===== src/rtl/vid_tim_gen.sv =====
// Programmable video timing generator: frame/horizontal/vertical phase FSMs
// driving registered sync, data-enable and frame-boundary strobes.
module vid_tim_gen #(
  parameter int unsigned HW     = 16,
  parameter int unsigned VW     = 12,
  parameter bit          HS_POL = 1'b1,
  parameter bit          VS_POL = 1'b1
) (
  input  logic          clk,
  input  logic          rst,
  input  logic          ena,
  input  logic          trig,
  input  logic          mode,
  input  logic [HW-1:0] Thsync,
  input  logic [HW-1:0] Thbp,
  input  logic [HW-1:0] Thact,
  input  logic [HW-1:0] Thfp,
  input  logic [VW-1:0] Tvsync,
  input  logic [VW-1:0] Tvbp,
  input  logic [VW-1:0] Tvact,
  input  logic [VW-1:0] Tvfp,
  output logic          hsync,
  output logic          vsync,
  output logic          daten,
  output logic          sof,
  output logic          eof,
  output logic          busy
);

  typedef enum logic       {F_IDLE, F_RUN} frame_e;
  typedef enum logic [1:0] {H_SYNC, H_BP, H_ACT, H_FP} hph_e;
  typedef enum logic [1:0] {V_SYNC, V_BP, V_ACT, V_FP} vph_e;

  frame_e frame_q, frame_d;
  hph_e   hst_q, hst_d;
  vph_e   vst_q, vst_d;

  logic [HW-1:0] hcnt_q, hcnt_d;
  logic [VW-1:0] vcnt_q, vcnt_d;
  logic          pend_q, pend_d;

  logic [HW-1:0] ths_q, thb_q, tha_q, thf_q;
  logic [HW-1:0] ths_d, thb_d, tha_d, thf_d;
  logic [VW-1:0] tvs_q, tvb_q, tva_q, tvf_q;
  logic [VW-1:0] tvs_d, tvb_d, tva_d, tvf_d;

  logic hsync_q, vsync_q, daten_q, sof_q, eof_q, busy_q;
  logic hsync_d, vsync_d, daten_d, sof_d, eof_d, busy_d;

  logic [HW-1:0] h_t, h_m1;
  logic [VW-1:0] v_t, v_m1;
  logic          h_last, v_last, line_end, frame_end, run, go, start;

  // Length of the current phase; a programmed 0 behaves as 1.
  always_comb begin
    h_t = ths_q;
    case (hst_q)
      H_SYNC:  h_t = ths_q;
      H_BP:    h_t = thb_q;
      H_ACT:   h_t = tha_q;
      default: h_t = thf_q;
    endcase
    v_t = tvs_q;
    case (vst_q)
      V_SYNC:  v_t = tvs_q;
      V_BP:    v_t = tvb_q;
      V_ACT:   v_t = tva_q;
      default: v_t = tvf_q;
    endcase
  end

  assign h_m1      = (h_t == '0) ? '0 : h_t - HW'(1);
  assign v_m1      = (v_t == '0) ? '0 : v_t - VW'(1);
  assign h_last    = (hcnt_q == h_m1);
  assign v_last    = (vcnt_q == v_m1);
  assign line_end  = (hst_q == H_FP) && h_last;
  assign frame_end = line_end && (vst_q == V_FP) && v_last;
  assign run       = (frame_q == F_RUN);
  assign go        = pend_q || mode;
  assign start     = ena && go && (!run || frame_end);

  // Next-state and output decode.
  always_comb begin
    frame_d = frame_q;
    hst_d   = hst_q;
    vst_d   = vst_q;
    hcnt_d  = hcnt_q;
    vcnt_d  = vcnt_q;
    pend_d  = pend_q;
    ths_d   = ths_q;
    thb_d   = thb_q;
    tha_d   = tha_q;
    thf_d   = thf_q;
    tvs_d   = tvs_q;
    tvb_d   = tvb_q;
    tva_d   = tva_q;
    tvf_d   = tvf_q;

    if (ena) begin
      if (run) begin
        if (h_last) begin
          hcnt_d = '0;
          hst_d  = hph_e'(hst_q + 2'd1);
          if (line_end) begin
            if (v_last) begin
              vcnt_d = '0;
              vst_d  = vph_e'(vst_q + 2'd1);
            end else begin
              vcnt_d = vcnt_q + VW'(1);
            end
          end
        end else begin
          hcnt_d = hcnt_q + HW'(1);
        end
        if (frame_end && !go) frame_d = F_IDLE;
      end
      if (start) begin
        frame_d = F_RUN;
        hst_d   = H_SYNC;
        vst_d   = V_SYNC;
        hcnt_d  = '0;
        vcnt_d  = '0;
        pend_d  = 1'b0;
        ths_d   = Thsync;
        thb_d   = Thbp;
        tha_d   = Thact;
        thf_d   = Thfp;
        tvs_d   = Tvsync;
        tvb_d   = Tvbp;
        tva_d   = Tvact;
        tvf_d   = Tvfp;
      end
    end
    // A request arriving on the start edge itself is kept for the next frame.
    if (trig) pend_d = 1'b1;

    hsync_d = (run && hst_q == H_SYNC) ? HS_POL : ~HS_POL;
    vsync_d = (run && vst_q == V_SYNC) ? VS_POL : ~VS_POL;
    daten_d = run && (hst_q == H_ACT) && (vst_q == V_ACT);
    sof_d   = run && ena && (hst_q == H_SYNC) && (vst_q == V_SYNC) &&
              (hcnt_q == '0) && (vcnt_q == '0);
    eof_d   = run && ena && frame_end;
    busy_d  = run;
  end

  // State, shadow and output registers.
  always_ff @(posedge clk) begin
    if (rst) begin
      frame_q <= F_IDLE;
      hst_q   <= H_SYNC;
      vst_q   <= V_SYNC;
      hcnt_q  <= '0;
      vcnt_q  <= '0;
      pend_q  <= 1'b0;
      ths_q   <= '0;
      thb_q   <= '0;
      tha_q   <= '0;
      thf_q   <= '0;
      tvs_q   <= '0;
      tvb_q   <= '0;
      tva_q   <= '0;
      tvf_q   <= '0;
      hsync_q <= ~HS_POL;
      vsync_q <= ~VS_POL;
      daten_q <= 1'b0;
      sof_q   <= 1'b0;
      eof_q   <= 1'b0;
      busy_q  <= 1'b0;
    end else begin
      frame_q <= frame_d;
      hst_q   <= hst_d;
      vst_q   <= vst_d;
      hcnt_q  <= hcnt_d;
      vcnt_q  <= vcnt_d;
      pend_q  <= pend_d;
      ths_q   <= ths_d;
      thb_q   <= thb_d;
      tha_q   <= tha_d;
      thf_q   <= thf_d;
      tvs_q   <= tvs_d;
      tvb_q   <= tvb_d;
      tva_q   <= tva_d;
      tvf_q   <= tvf_d;
      hsync_q <= hsync_d;
      vsync_q <= vsync_d;
      daten_q <= daten_d;
      sof_q   <= sof_d;
      eof_q   <= eof_d;
      busy_q  <= busy_d;
    end
  end

  assign hsync = hsync_q;
  assign vsync = vsync_q;
  assign daten = daten_q;
  assign sof   = sof_q;
  assign eof   = eof_q;
  assign busy  = busy_q;

endmodule


===== config.mk =====
export PLATFORM = sky130hd
export DESIGN_NAME = vid_tim_gen
export DESIGN_NICKNAME = d
export VERILOG_FILES = /design/src/rtl/vid_tim_gen.sv
export SDC_FILE = /design/constraint.sdc
export NUM_CORES = 1
export LEC_CHECK = 0
export BUFFER_PORTS_ARGS = -buffer_cell sky130_fd_sc_hd__buf_2
export CAP_MARGIN = 20
export CORE_UTILIZATION = 54
export CTS_BUF_LIST = sky130_fd_sc_hd__clkbuf_8
export CTS_CLUSTER_DIAMETER = 120
export DETAILED_ROUTE_END_ITERATION = 8
export GPL_ROUTABILITY_DRIVEN = 1
export PLACE_DENSITY = 0.77
export SETUP_SLACK_MARGIN = 0.4
export SLEW_MARGIN = 15
export SYNTH_ARGS = -nofsm -noshare
export SYNTH_HDL_FRONTEND = slang
export SYNTH_SLANG_ARGS = --single-unit
export TNS_END_PERCENT = 5

===== constraint.sdc =====
create_clock -name clk -period 4.5 [get_ports clk]
set_input_delay 0.9 -clock clk [delete_from_list [all_inputs] [get_ports clk]]
set_output_delay 0.9 -clock clk [all_outputs]
set_load 0.005 [all_outputs]

### Yosys cells after proc, flatten, opt, wreduce, memory -nomap -nowiden

Cells that the tools add are included.

* flip-flop bits (word level): 152
* bits in latches: 0
* RAM bits: 0
* memory bits (read-only): 0
* bits of input ports: 117
* output and inout port bits: 6
* logic and storage cells: 100
* memories: 0

* add/subtract/negate cells: 6
* $mul: 0
* div/mod/pow operators: 0
* magnitude comparators: 0
* equality and inequality tests: 8
* shift operators: 0
* multiplexer cells: 28
* bitwise operators: 0
* reduce and logical (&&, ||, !) cells: 38

Operators with widths (count)
* $mux 12: 6
* $mux 16: 4
* $pmux 16 s3: 1
* $pmux 12 s3: 1
* $logic_not 16->1: 2
* $logic_not 12->1: 2
* $add 16x1->16 const B: 1
* $eq 16x16->1: 1
* $logic_and 1x1->1: 16
* $mux 2: 8
* $sub 16x1->16 const B: 1
* $add 12x1->12 const B: 1
* $eq 12x12->1: 1
* $reduce_bool 2->1: 6
* $sub 12x1->12 const B: 1
* $eq 2x2->1 const B: 4
* $mux 1: 8
* $reduce_and 2->1: 3
* $reduce_and 5->1: 1
* $add 2x1->2 const B: 2
* $eq 2x1->1 const B: 2
* $logic_not 2->1: 2
* $reduce_and 4->1: 1
* $reduce_and 3->1: 1
* 2 further kinds: 4

### Depth between registers and ports, before layout

* depth after elaboration: 13
* depth in mapped cells: 21
* depth with buffers taken out: 17

### Worst setup path after synthesis

Ideal clock, no wire load.

* kind: register to register
* start: register vst_q[0]
* end: register tha_q[0]
* library setup time: 0.072 ns
* data arrival time: 4.234 ns
* required time: 4.428 ns
* setup slack: 0.194 ns
* cell stages (with the launch flop): 22
* clock period less this slack: 4.306 ns
* path through: dfxtp_1 > inv_1 > ha_1 > buf_2 > a222oi_1 > a21oi_1 > inv_1 > ha_1 > nor2b_1 > a22oi_2 > or4_1 > o21a_1 > a31oi_2 > xnor2_1 > a2111o_1 > nor4_4 > and3_1 > a21o_1 > buf_4 > buf_12 > buf_12 > mux2i_1

* longest elaborated chain between the ends: 9
* elaborated cells between the ends (all ways): 14
* classes of those cells: 1 x add/sub; 4 x eq/ne; 2 x mux; 7 x reduce/logical

RTL lines
* start: declaration: RTL line 36 `vph_e vst_q, vst_d;`
* start signal: assignment: RTL line 172 `vst_q <= vst_d;`
* $eq 2x2->1, or another cell as far along: RTL line 64 `case (vst_q)`
* $pmux 12 s3: RTL line 64
* $sub 12x1->12 / $logic_not 12->1 (equally long branches): RTL line 73 `assign v_m1 = (v_t == '0) ? '0 : v_t - VW'(1);`
* $mux 12: RTL line 73
* $eq 12x12->1: RTL line 75 `assign v_last = (vcnt_q == v_m1);`
* $logic_and 1x1->1 (*): RTL line 77 `assign frame_end = line_end && (vst_q == V_FP) && v_last;`
* $logic_or 1x1->1 (*): RTL line 80 `assign start = ena && go && (!run || frame_end);`
* $logic_and 1x1->1 (*): RTL line 80
* $reduce_and 2->1 (no source line) (*)
* end signal: assignment: RTL line 178 `tha_q <= tha_d;`
* end: declaration: RTL line 42 `logic [HW-1:0] ths_q, thb_q, tha_q, thf_q;`

Every way passes the cells marked *; elsewhere a longest branch is shown, timed or not.
A chain may end at the register's enable or synchronous reset.

### Worst setup path after layout

* start: register vst_q[0]
* end: register tva_q[4]

* longest elaborated chain between the ends: 9
* elaborated cells between the ends (all ways): 14
* classes of those cells: 1 x add/sub; 4 x eq/ne; 2 x mux; 7 x reduce/logical

RTL lines
* $eq 2x2->1, or another cell as far along: RTL line 64
* $pmux 12 s3: RTL line 64
* $sub 12x1->12 / $logic_not 12->1 (equally long branches): RTL line 73
* $mux 12: RTL line 73
* $eq 12x12->1: RTL line 75
* $logic_and 1x1->1 (*): RTL line 77
* $logic_or 1x1->1 (*): RTL line 80
* $logic_and 1x1->1 (*): RTL line 80
* $reduce_and 2->1 (no source line) (*)
* end signal: assignment: RTL line 182 `tva_q <= tva_d;`
* end: declaration: RTL line 44 `logic [VW-1:0] tvs_q, tvb_q, tva_q, tvf_q;`

Marks and branches as above.

==> flow_metrics.py <==
metrics = {
    "yosys": {
        "synth_cells": 1011,
        "synth.avg_cell_area_sq_um": 8.93,
        "synth_cell_types": 71,
        "ys.flop_type": "dfxtp_1",
        "synth_area_sq_mm": 0.00902,
        "yosys_warnings": 0,
        "async_flop_share": 0,
        "synth-seq-cells": 152,
        "yosysSeqAreaShare": 0.337,
        "synth-edff-count": 0,
        "syn-num-nets": 1143,
    },
    "critical_path": {
        "crit_slowest_cell": "a222oi_1",
        "rr_startpoint": "vst_q[0]",
        "startpoint_type": "flip-flop",
        "crit_end": "tva_q[4]",
        "crit_fanout": 19,
        "critPathMaxStageDelay_ns": 0.48,
        "crit_top_cell": "ha_4",
        "reg2reg_depth": 19,
        "crit_path_start": "vst_q[0]",
        "reg2reg_setup_slack_ns": 0.19,
        "crit_path_cell_trace": "inv_6, ha_4, a222oi_1, nand2_1, nand2_2, ha_4, nor2b_4, a22oi_2, or4_1, o21a_1, a31oi_2, xnor2_1, a2111o_1, nor4_4, and3_4, a21o_4, buf_4, buf_16, mux2i_1",
        "reg2reg_to": "tva_q[4]",
        "cp.arrival_ns": 4.69,
        "cp.required_ns": 4.89,
        "critPathCaptureType": "flip-flop",
        "worstSetupPathType": "reg -> reg",
    },
    "cts": {
        "clock_latency_ns": 0.47,
        "cts_hold_buf": 0,
        "numCtsBuffers": 17,
        "cts_buffer_depth": 2,
        "htreeDepth": 4,
        "path_clk_slew_ns": 0.09,
        "cts_tree": "built",
        "cts_num_sinks": 152,
        "root_buffer": "clkbuf_8",
    },
    "global_routing": {
        "grt-ovfl-total": 0,
        "use_met2": 0.421,
        "antenna_found_initial": 0,
        "grt_max_degree": 138,
        "grt_util_all_layers": 0.269,
        "grt_first_pass_wirelength_mm": 37.1,
        "grt_pass1_vias": 7235,
        "grt-busiest-layer": "met2",
        "gr-usage-met3": 0.0475,
        "grtUsageMet1": 0.370,
    },
    "place": {
        "numPlacedInstances": 1310,
        "hpwl_mm": 16.5,
        "port_buffers": 122,
        "gp_congestion": 0.972,
    },
    "power": {
        "finalPower_uw": 3380,
        "powerDensity_mw_per_mm2": 316,
        "p_leak_uw": 0.00426,
        "ir_worst_vdd_mv": 0.211,
    },
    "sta": {
        "maxSlewViolCount": 0,
        "holdWs_ns": 0.478,
        "max_freq_mhz": 232,
        "worst_slew_pin_slew_ns": 0.863,
        "finalCritPeriodShare": 0.957,
        "rsz0062_at_grt": "yes",
        "fin_skew_ns": 0.0118,
        "hold_violations": 0,
        "timing.slew.headroom": 0.422,
        "fin_crit_ns": 4.31,
        "report.final.setup_viol": 0,
    },
    "drt": {
        "vias": 7835,
        "vias_per_cell": 5.73,
        "routed_wl_mm": 23.2,
        "drtIter0Drc": 692,
        "drc": 0,
        "dr.pass1.iters": 5,
        "wire_per_inst_microns": 16.9,
        "postRouteAntennaNets": 0,
    },
    "floorplan": {
        "start_util": 0.560,
        "row_count": 46,
        "die_h_microns": 131,
        "ioPinCount": 123,
        "die_x_microns": 131,
        "dieArea_sq_mm": 0.0172,
        "core_area_sq_mm": 0.0161,
    },
    "job": {
        "drv_cap": 0,
    },
    "min_path": {
        "hold_path.class": "reg -> reg",
    },
    "layout": {
        "nets": 1273,
        "diodes": 0,
        "final_cells": 1368,
        "layout-drive-gt1-share": 0.222,
        "finish.utilization": 0.662,
        "area_growth_pct": 18.2,
    },
    "outcome": {
        "status": "finished clean",
    },
}
[placed cells by master, fill, tap and decap left out, drive strengths merged, types with 25 or more instances in the layout]
cell	instances
inv	33
nor2	46
buf	173
xnor2	30
mux2i	121
nand2b	230
nand4	25
a21oi	48
nand2	31
dfxtp	152
[layout make-up]
cell class / count / area (sq um)
multi-input combinational: 766 / 5680
fill: 1323 / 5450
sequential: 152 / 3050
timing repair buffer: 176 / 1190
tap: 216 / 270
clock buffer: 18 / 248
clock inverter: 12 / 118
inverter: 28 / 113
[kinds of logic (layout without fill, tap and decap cells)]
group,Yosys count,count (layout),share of synthesized area
buffers and inverters,93,234,0.0561
AO/OA/AOI/OAI,149,149,0.118
AND/OR/NAND/NOR,433,433,0.284
flip-flops,152,152,0.337
multiplexers,122,122,0.135
XOR/XNOR,47,47,0.0487
adder cells (fa/ha/maj),15,15,0.0208
[Yosys cell counts, types with 9 or more instances]
cell,count,share of area
nand2b_1,230,0.16
dfxtp_1,152,0.34
mux2i_1,121,0.13
a21oi_1,47,0.026
nor2_1,46,0.019
clkbuf_1,37,0.015
nand2_1,31,0.013
xnor2_1,30,0.029
inv_1,26,0.011
nand4_1,25,0.017
a222oi_1,18,0.020
nor2b_1,18,0.012
nand3_1,17,0.0094
a22oi_1,15,0.012
ha_1,15,0.021
xor2_1,15,0.015
o21ai_0,14,0.0078
and3_1,13,0.0090
nor3_1,10,0.0055
buf_2,9,0.0050
buf_4,9,0.0075
nor4_1,9,0.0062
[power breakdown]
group	leakage [uW]	switching, uW	total [uW]	internal [uW]
sequential	0.00124	60.0	1480	1420
combinational	0.00283	453	886	433
clock	0.000181	553	1010	455
total	0.00426	1070	3380	2310
[metal layers]
| metal | up-vias | wire [microns] |
|---|---|---|
| met5 | - | 0 |
| met3 | 44 | 1760 |
| met1 | 3657 | 10300 |
| met2 | 327 | 10500 |
| li1 | 3807 | - |
| met4 | 0 | 531 |
[worst max-delay path, delay by kind of cell (launching register included)]
| kind | cells | cell delay, ns |
|---|---|---|
| AOI/OAI and AO/OA | 6 | 1.44 |
| xor gates and xnor gates | 1 | 0.10 |
| adders and majority gates | 2 | 0.32 |
| buffers and inverters | 3 | 0.39 |
| DFF | 1 | 0.40 |
| muxes | 1 | 0.23 |
| and+or+nand+nor | 6 | 1.33 |
[how the worst min path moves through the flow]
stage | startpoint | to | slack, ns | depth (start not counted)
detailed placement | tha_q[11] | tha_q[11] | 0.46 | 2
global route | ths_q[3] | ths_q[3] | 0.50 | 2
finish | tha_q[14] | tha_q[14] | 0.48 | 2
global placement | thb_q[5] | thb_q[5] | 0.46 | 2
floorplan | tvf_q[11] | tvf_q[11] | 0.45 | 2
CTS | thb_q[4] | thb_q[4] | 0.48 | 2
[stage by stage]
stage	area, sq um	setup slack (ns)	setup TNS, ns
2_1_floorplan	9080	0.370	0
3_3_place_gp	9790	0.282	0
3_5_place_dp	9790	0.142	0
4_1_cts	10500	0.291	0
5_1_grt	10700	-0.0261	-0.0963
6_report	10700	0.194	0
[state kept, by name, summed over array words and instances, names as in the netlist, 12 cells and up]
name / count
vcnt_q: 12
tvb_q: 12
thb_q: 16
tha_q: 16
tva_q: 12
tvs_q: 12
hcnt_q: 16
tvf_q: 12
thf_q: 16
ths_q: 16
[repair_timing]
item / CTS / global route
gates resized for setup: 17 / 20
gates cloned: 3 / 1
setup endpoints to repair: 130 / 146
hold endpoints to repair: 0 / 0
pin swaps: 13 / 6
buffers inserted: 13 / 11
No activity file was read; power rests on OpenSTA's default activity.
